--- src/rtl/hazard_scoreboard_ctrl.sv ---
`default_nettype none
// ============================================================================
//  Module   : hazard_scoreboard_ctrl
//  Purpose  : Hazard controller for the 5-stage MIPS pipeline. Tracks the
//             destination register and remaining Tnew of the instructions in
//             E, M and W. Compares them with the operand needs (Tuse) of the
//             D-stage instruction to produce the stall, the D/E forwarding
//             selects and a saturating stall-cycle counter.
//  Ports    : clk, rst_n             - clock, async active-low reset
//             d_rs, d_rt             - source registers of D instruction
//             d_tuse_rs, d_tuse_rt   - cycles until use (all-ones = unused)
//             d_dst, d_tnew          - destination (0 = none) and Tnew
//             stall                  - freeze PC/IF-ID, bubble into ID/EX
//             fwd_d_rs, fwd_d_rt     - 0 regfile, 1 E, 2 M, 3 W
//             fwd_e_rs, fwd_e_rt     - 0 pipe reg, 2 M, 3 W
//             cnt_clr, stall_cnt     - sync clear / saturating stall count
//  Revision : 1.0 - initial release
// ============================================================================
module hazard_scoreboard_ctrl #(
    parameter int CNT_W = 16,
    parameter int TW    = 2
) (
    input  logic             clk,
    input  logic             rst_n,
    input  logic [4:0]       d_rs,
    input  logic [4:0]       d_rt,
    input  logic [TW-1:0]    d_tuse_rs,
    input  logic [TW-1:0]    d_tuse_rt,
    input  logic [4:0]       d_dst,
    input  logic [TW-1:0]    d_tnew,
    output logic             stall,
    output logic [1:0]       fwd_d_rs,
    output logic [1:0]       fwd_d_rt,
    output logic [1:0]       fwd_e_rs,
    output logic [1:0]       fwd_e_rt,
    input  logic             cnt_clr,
    output logic [CNT_W-1:0] stall_cnt
);

    localparam logic [TW-1:0] c_tuse_none = '1;
    localparam logic [1:0]    c_sel_none  = 2'd0;
    localparam logic [1:0]    c_sel_e     = 2'd1;
    localparam logic [1:0]    c_sel_m     = 2'd2;
    localparam logic [1:0]    c_sel_w     = 2'd3;

    // Scoreboard entries
    logic [4:0]       r_e_dst, r_e_rs, r_e_rt;
    logic [TW-1:0]    r_e_tnew;
    logic [4:0]       r_m_dst, r_m_rs, r_m_rt;
    logic [TW-1:0]    r_m_tnew;
    logic [4:0]       r_w_dst;
    logic [TW-1:0]    r_w_tnew;
    logic [CNT_W-1:0] r_stall_cnt;

    logic w_stall_rs, w_stall_rt, w_stall;

    // $0 is hard-wired, so a zero destination never produces a hazard.
    function automatic logic hit(input logic [4:0] dst, input logic [4:0] r);
        return (dst != 5'd0) && (dst == r);
    endfunction

    function automatic logic [TW-1:0] sat_dec(input logic [TW-1:0] v);
        return (v == '0) ? '0 : v - TW'(1);
    endfunction

    // Only the youngest producer (E before M) decides; an older writer of
    // the same register is shadowed. W results are already in the regfile
    // path / forwardable and never cause a stall.
    function automatic logic op_stall(
        input logic [4:0]    r,
        input logic [TW-1:0] tuse,
        input logic [4:0]    e_dst,
        input logic [TW-1:0] e_tnew,
        input logic [4:0]    m_dst,
        input logic [TW-1:0] m_tnew
    );
        logic res;
        res = 1'b0;
        if (tuse != c_tuse_none) begin
            if (hit(e_dst, r))
                res = (e_tnew > tuse);
            else if (hit(m_dst, r))
                res = (m_tnew > tuse);
        end
        return res;
    endfunction

    function automatic logic [1:0] d_sel(
        input logic [4:0]    r,
        input logic [4:0]    e_dst,
        input logic [TW-1:0] e_tnew,
        input logic [4:0]    m_dst,
        input logic [TW-1:0] m_tnew,
        input logic [4:0]    w_dst,
        input logic [TW-1:0] w_tnew
    );
        logic [1:0] sel;
        sel = c_sel_none;
        if (hit(e_dst, r))
            sel = (e_tnew == '0) ? c_sel_e : c_sel_none;
        else if (hit(m_dst, r))
            sel = (m_tnew == '0) ? c_sel_m : c_sel_none;
        else if (hit(w_dst, r))
            sel = (w_tnew == '0) ? c_sel_w : c_sel_none;
        return sel;
    endfunction

    // A matching M producer that is not ready yields 0: the stall logic
    // already kept the consumer in D until this cannot happen for real uses.
    function automatic logic [1:0] e_sel(
        input logic [4:0]    r,
        input logic [4:0]    m_dst,
        input logic [TW-1:0] m_tnew,
        input logic [4:0]    w_dst,
        input logic [TW-1:0] w_tnew
    );
        logic [1:0] sel;
        sel = c_sel_none;
        if (hit(m_dst, r))
            sel = (m_tnew == '0) ? c_sel_m : c_sel_none;
        else if (hit(w_dst, r))
            sel = (w_tnew == '0) ? c_sel_w : c_sel_none;
        return sel;
    endfunction

    always_comb begin
        w_stall_rs = op_stall(d_rs, d_tuse_rs, r_e_dst, r_e_tnew, r_m_dst, r_m_tnew);
        w_stall_rt = op_stall(d_rt, d_tuse_rt, r_e_dst, r_e_tnew, r_m_dst, r_m_tnew);
        w_stall    = w_stall_rs | w_stall_rt;
    end

    assign stall     = w_stall;
    assign fwd_d_rs  = d_sel(d_rs, r_e_dst, r_e_tnew, r_m_dst, r_m_tnew, r_w_dst, r_w_tnew);
    assign fwd_d_rt  = d_sel(d_rt, r_e_dst, r_e_tnew, r_m_dst, r_m_tnew, r_w_dst, r_w_tnew);
    assign fwd_e_rs  = e_sel(r_e_rs, r_m_dst, r_m_tnew, r_w_dst, r_w_tnew);
    assign fwd_e_rt  = e_sel(r_e_rt, r_m_dst, r_m_tnew, r_w_dst, r_w_tnew);
    assign stall_cnt = r_stall_cnt;

    always_ff @(posedge clk or negedge rst_n) begin
        if (!rst_n) begin
            r_e_dst     <= '0;
            r_e_tnew    <= '0;
            r_e_rs      <= '0;
            r_e_rt      <= '0;
            r_m_dst     <= '0;
            r_m_tnew    <= '0;
            r_m_rs      <= '0;
            r_m_rt      <= '0;
            r_w_dst     <= '0;
            r_w_tnew    <= '0;
            r_stall_cnt <= '0;
        end else begin
            // A stalled cycle sends an all-zero bubble down into E.
            if (w_stall) begin
                r_e_dst  <= '0;
                r_e_tnew <= '0;
                r_e_rs   <= '0;
                r_e_rt   <= '0;
            end else begin
                r_e_dst  <= d_dst;
                r_e_tnew <= d_tnew;
                r_e_rs   <= d_rs;
                r_e_rt   <= d_rt;
            end

            r_m_dst  <= r_e_dst;
            r_m_tnew <= sat_dec(r_e_tnew);
            r_m_rs   <= r_e_rs;
            r_m_rt   <= r_e_rt;

            r_w_dst  <= r_m_dst;
            r_w_tnew <= sat_dec(r_m_tnew);

            if (cnt_clr)
                r_stall_cnt <= '0;
            else if (w_stall && !(&r_stall_cnt))
                r_stall_cnt <= r_stall_cnt + CNT_W'(1);
        end
    end

endmodule
`default_nettype wire

--- config.mk ---
export PLATFORM = sky130hd
export DESIGN_NAME = hazard_scoreboard_ctrl
export DESIGN_NICKNAME = d
export VERILOG_FILES = /design/src/rtl/hazard_scoreboard_ctrl.sv
export SDC_FILE = /design/constraint.sdc
export NUM_CORES = 1
export LEC_CHECK = 0
export CAP_MARGIN = 20
export CORE_ASPECT_RATIO = 2
export CORE_MARGIN = 1
export CORE_UTILIZATION = 53
export CTS_CLUSTER_SIZE = 8
export DETAILED_ROUTE_END_ITERATION = 16
export GPL_ROUTABILITY_DRIVEN = 0
export GPL_TIMING_DRIVEN = 0
export PLACE_DENSITY = 0.78
export RECOVER_POWER = 100
export SETUP_SLACK_MARGIN = 0.05
export SLEW_MARGIN = 20
export SYNTH_ARGS = -nofsm -noshare
export SYNTH_HDL_FRONTEND = slang
export SYNTH_SLANG_ARGS = --single-unit
--- constraint.sdc ---
create_clock -name clk -period 3.2 [get_ports clk]
set_input_delay 0.64 -clock clk [delete_from_list [all_inputs] [get_ports clk]]
set_output_delay 0.64 -clock clk [all_outputs]
set_load 0.1 [all_outputs]
[After elaboration in Yosys (flattened, before gate mapping)]
Cells that the tools add are included.
Operators by class
  $add $sub $neg: 3
  order comparisons: 4
  equal/unequal tests: 12
  muxes and demuxes: 27
  bitwise gates (word level): 1
  reductions and logical operators: 20
Operators with widths (number)
  $eq A5 B5 Y1: 10
  $mux W16: 2
  $mux W2: 15
  $add A16 B1 Y16 const B: 1
  $reduce_and A16 Y1: 1
  $mux W5: 3
  $reduce_bool A5 Y1: 3
  $logic_and A1 B1 Y1: 11
  $gt A2 B2 Y1: 4
  $mux W1: 7
  $logic_not A2 Y1: 3
  $ne A2 B2 Y1 const B: 2
  $sub A2 B1 Y2 const B: 2
  $reduce_bool A2 Y1: 1
  $logic_not A1 Y1: 1
  $or A1 B1 Y1: 1
Word-level totals
  bits in registers: 47
  input port bits: 24
  word-level logic and storage cells: 76

[Longest topological paths before layout]
Gate-level depths: netlist of run 1.
  word-level depth: 9
  depth in mapped cells: 10

[Least setup slack after synthesis of run 1]
OpenSTA, ideal clock, no wires.
  path type: register -> output
  start: register r_m_dst[1]
  end: output port fwd_e_rs[1]
  arrival: 5.016 ns
  path slack: -2.456 ns
  stages on the path, launching flop included: 7
  cells stage by stage: dfrtp_1 > buf_6 > or4_4 > nor2_1 > nor4_1 > nor4_1 > a21o_1
Between the ends
  longest elaborated chain between the ends: 3
  elaborated cells on any way between the ends: 4
Ends and longest elaborated chain
  start, declared: RTL line 49  | logic [4:0] r_m_dst, r_m_rs, r_m_rt;
  start signal, assigned: RTL line 166  | r_m_dst <= r_e_dst;
  $eq A5 B5 Y1 or $reduce_bool A5 Y1 (tied branches): RTL line 59  | return (dst != 5'd0) && (dst == r);
  $logic_and A1 B1 Y1 (*): RTL line 59
  $mux W2 (*): RTL line 119  | if (hit(m_dst, r))
  end, declared: RTL line 34  | output logic [1:0] fwd_e_rs,
Mark *: on every way between the ends. The rest lies on a longest branch, timed or not.

[Worst setup path in the final report of run 1]
  start: register r_m_dst[4]
  end: output port fwd_d_rs[1]
Between the ends
  longest elaborated chain between the ends: 4
  elaborated cells on any way between the ends: 5
Ends and longest elaborated chain
  $eq A5 B5 Y1 or $reduce_bool A5 Y1 (tied branches): RTL line 59
  $logic_and A1 B1 Y1 (*): RTL line 59
  $mux W2 (*): RTL line 101  | else if (hit(m_dst, r))
  $mux W2 (*): RTL line 99  | if (hit(e_dst, r))
  end, declared: RTL line 32  | output logic [1:0] fwd_d_rs,
Marked as above.

==> impl_metrics.ini, run 1 <==
[critical_path]
r2r_start = r_m_dst[2]
arrival_ns = 2.58
reg2regPathDepth = 11
worst-path-buf-inv = 2
crit_type = register to primary output
critPathTopFamily = simple AND/OR/NAND/NOR gates
path_cells = buf_6 -> or4_4 -> o211ai_4 -> nor2_4 -> nor4_4 -> a21oi_2 -> nor2_2 -> buf_12
startpoint_type = register
critPathMaxStageDelay_ns = 0.58
rrSetupSlack_ns = 0.18
worstReg2RegEnd = stall_cnt[7]
slowest_stage = or4_4
worst-path-max-fanout = 3
cp.required_ns = 2.56
end_kind = primary output

[layout]
finish.utilization_pct = 77.75
stdcell_area_mm2 = 0.004031
antenna_cells = 0
drive_above_1_share_pct = 27.48
area_growth_pct = 39.00
final_common_cell = dfrtp_1
final_nets = 385
fin_cells = 411
most-common-layout-cells = 47 x dfrtp_1, 26 x xor2_1, 24 x clkdlybuf4s50_1

[global_routing]
met3_usage_pct = 10.64
gr-usage-all-layers_pct = 33.28
grt_pass1_vias = 2616
grt_pass1_wl_um = 13500
grt_max_degree = 28
grt_use_met2_pct = 56.79
use_met1_pct = 32.09
grt_antenna_before_repair = 0
grt.overflow.total = 0
globalRoute.busiestLayer = met2

[sta]
rsz0062_at_grt = yes
fin_crit_ns = 3.216
finalCritPeriodShare_pct = 100.5
setup_viol = 1
clock_skew_ns = 0.006617
tns_ns = -0.01567
hold_ws_ns = 0.3590
relSlewSlack_pct = 35.01
finalHoldViolations = 0
tightest_slew_ns = 0.9717
max_freq_ghz = 0.3110
setup_ws_ns = -0.01567
drv_slew = 0

[pwr]
switchingPower_mw = 0.5745
intPower_mw = 1.163
p_per_area_mw_per_mm2 = 430.9
power_leakage_nw = 1.705
seqPwrFrac_pct = 38.5
pwr-share-clk_pct = 30.3
ir_worst_vdd_mv = 0.4293
finalPower_mw = 1.737
combPwrFrac_pct = 31.2
swShare_pct = 33.07

[detailed_routing]
drtAntennaViolNets = 0
wl_um = 8825
drcViolationCount = 0
first_pass_iters = 4
drt_iter0_markers = 62
avgRoutedWirePerCell_um = 21.47
vias = 2491
avgViaCountPerCell = 6.061

[logic_synthesis]
synth_top_family_by_area = simple AND/OR/NAND/NOR gates
synth-main-ff-cell = dfrtp_1
yosys.area_share.simple_pct = 21.48
synth.ff_latch_count = 47
syn_inst = 280
synth_compound_area_share_pct = 10.53
synth_edf_count = 0
synth.distinct_cells = 47
syn-num-nets = 313
syn_area_mm2 = 0.002900
syn_avg_cell_area_um2 = 10.36
seq_area_frac_synth_pct = 40.55
ys_warn_count = 0
synthMuxAreaShare_pct = 2.459
async_flop_share_pct = 100.0
synth_xor_xnor_area_share_pct = 15.96
synthAdderAreaFrac_pct = 3.883

[cts]
cts_buffers = 5
cts_root_buffer = clkbuf_8
cts_tree = yes
cts.sinks = 47
clk_latency_ns = 0.31
clock_path_buffers = 2
clkTransAtPathRegs_ns = 0.09
h-tree-depth = 2
hold_buffers = 0

[die]
die_x_um = 54.31
die_height_um = 106.6
io_pins = 49
start_util_pct = 55.94
num_rows = 37
core-area_mm2 = 0.005185
dieArea_mm2 = 0.005790

[placed_design]
io_buffers = 48
postPlaceCellArea_mm2 = 0.003560
placed_cells = 387
pre_cts_slack_ns = -1.238
place_hpwl_um = 5763

[status]
status = finished, violations left
violations = negative setup slack

[min_path]
hp-class = input pin to async pin

[run]
maxCapViolCount = 0
[final cells by class]
type | count | area (µm²)
tap | 58 | 72.57
inverter | 8 | 33.78
multi-input combinational | 207 | 1831
buffer | 17 | 130.1
sequential | 47 | 1176
timing repair buffer | 66 | 651.9
clock inverter | 3 | 67.56
clock buffer | 5 | 68.82
fill | 347 | 1154
[registers in the layout (all words and copies together), names as in the netlist]
register / count
stall_cnt: 16
r_e_dst: 5
r_e_rs: 5
r_e_rt: 5
r_m_dst: 5
r_w_dst: 5
r_e_tnew: 2
r_m_tnew: 2
r_w_tnew: 2
[routing by layer]
metal	routed length, µm	up-vias
met5	0	-
met4	469	0
met3	340	32
met2	5084	81
met1	2930	1243
li1	-	1135
[worst reg2reg max path, cell delays in order (launching register included)]
cell	delay [ns]
dfrtp_1	0.40
buf_6	0.14
buf_4	0.13
xnor2_1	0.22
nand3_2	0.22
a2111oi_4	0.47
o221ai_4	0.15
buf_4	0.15
buf_4	0.13
a211oi_1	0.38
and3_1	0.24
mux2_4	0.30
[power groups by stage]
stage	clock, mW	sequential, mW	combinational, mW
2_1_floorplan	0	0.680	0.303
3_3_place_gp	0	0.676	0.430
3_5_place_dp	0	0.677	0.442
4_1_cts	0.528	0.667	0.480
5_1_grt	0.553	0.674	0.573
6_report	0.526	0.670	0.542
[worst max-delay path by stage]
stage	slack, ns	startpoint	depth (start not counted)	end
CTS	-0.03	d_tuse_rt[1]	11	stall
global route	-0.06	r_m_dst[4]	8	fwd_d_rs[1]
detailed placement	-1.24	d_tuse_rt[1]	11	stall
finish	-0.02	r_m_dst[4]	8	fwd_d_rs[1]
floorplan	-0.22	r_w_dst[1]	6	fwd_e_rs[1]
global placement	-1.22	d_tuse_rs[1]	11	stall
[logic make-up after synthesis]
group | count (synthesis)
buf+inv | 26
fa+ha+maj | 9
mux | 6
simple gates | 102
xor+xnor | 52
compound gates | 38
flops | 47
[Yosys cell counts, types with 3 or more instances]
cell      count  area (µm²)
nor2_1       18       67.56
o211ai_2      4       50.05
nor2b_1       9       56.30
and3_1       23       143.9
or4_1         7       52.55
nor4_1        6       37.54
buf_6         6       67.56
o31ai_1       3       22.52
ha_1          9       112.6
xnor2_1      24       210.2
nand3_1      11       55.05
clkbuf_1      9       33.78
o21ai_0       5       25.02
inv_1         8       30.03
dfrtp_1      47        1176
a21oi_1      13       65.06
xor2_1       27       236.5
nand2_1       6       22.52
mux2_2        3       33.78
or4_4         3       33.78
[timing repair]
| action | 4_1_cts | 5_1_grt |
|---|---|---|
| pin swaps | 5 | 11 |
| setup endpoints to repair | 9 | 9 |
| resized for setup | 89 | 25 |
| hold endpoints to repair | 0 | 0 |
| buffers inserted | 6 | 11 |
No activity file was read; power rests on OpenSTA's default activity.
==> run 2: changes to the inputs <==
--- a/config.mk
+++ b/config.mk
@@ -11,7 +11,6 @@
 export CORE_UTILIZATION = 53
 export CTS_CLUSTER_SIZE = 8
 export DETAILED_ROUTE_END_ITERATION = 16
-export GPL_ROUTABILITY_DRIVEN = 0
 export GPL_TIMING_DRIVEN = 0
 export PLACE_DENSITY = 0.78
 export RECOVER_POWER = 100
==> results of run 2 <==
Final layout, timing and power as in run 1 (identical DEF).
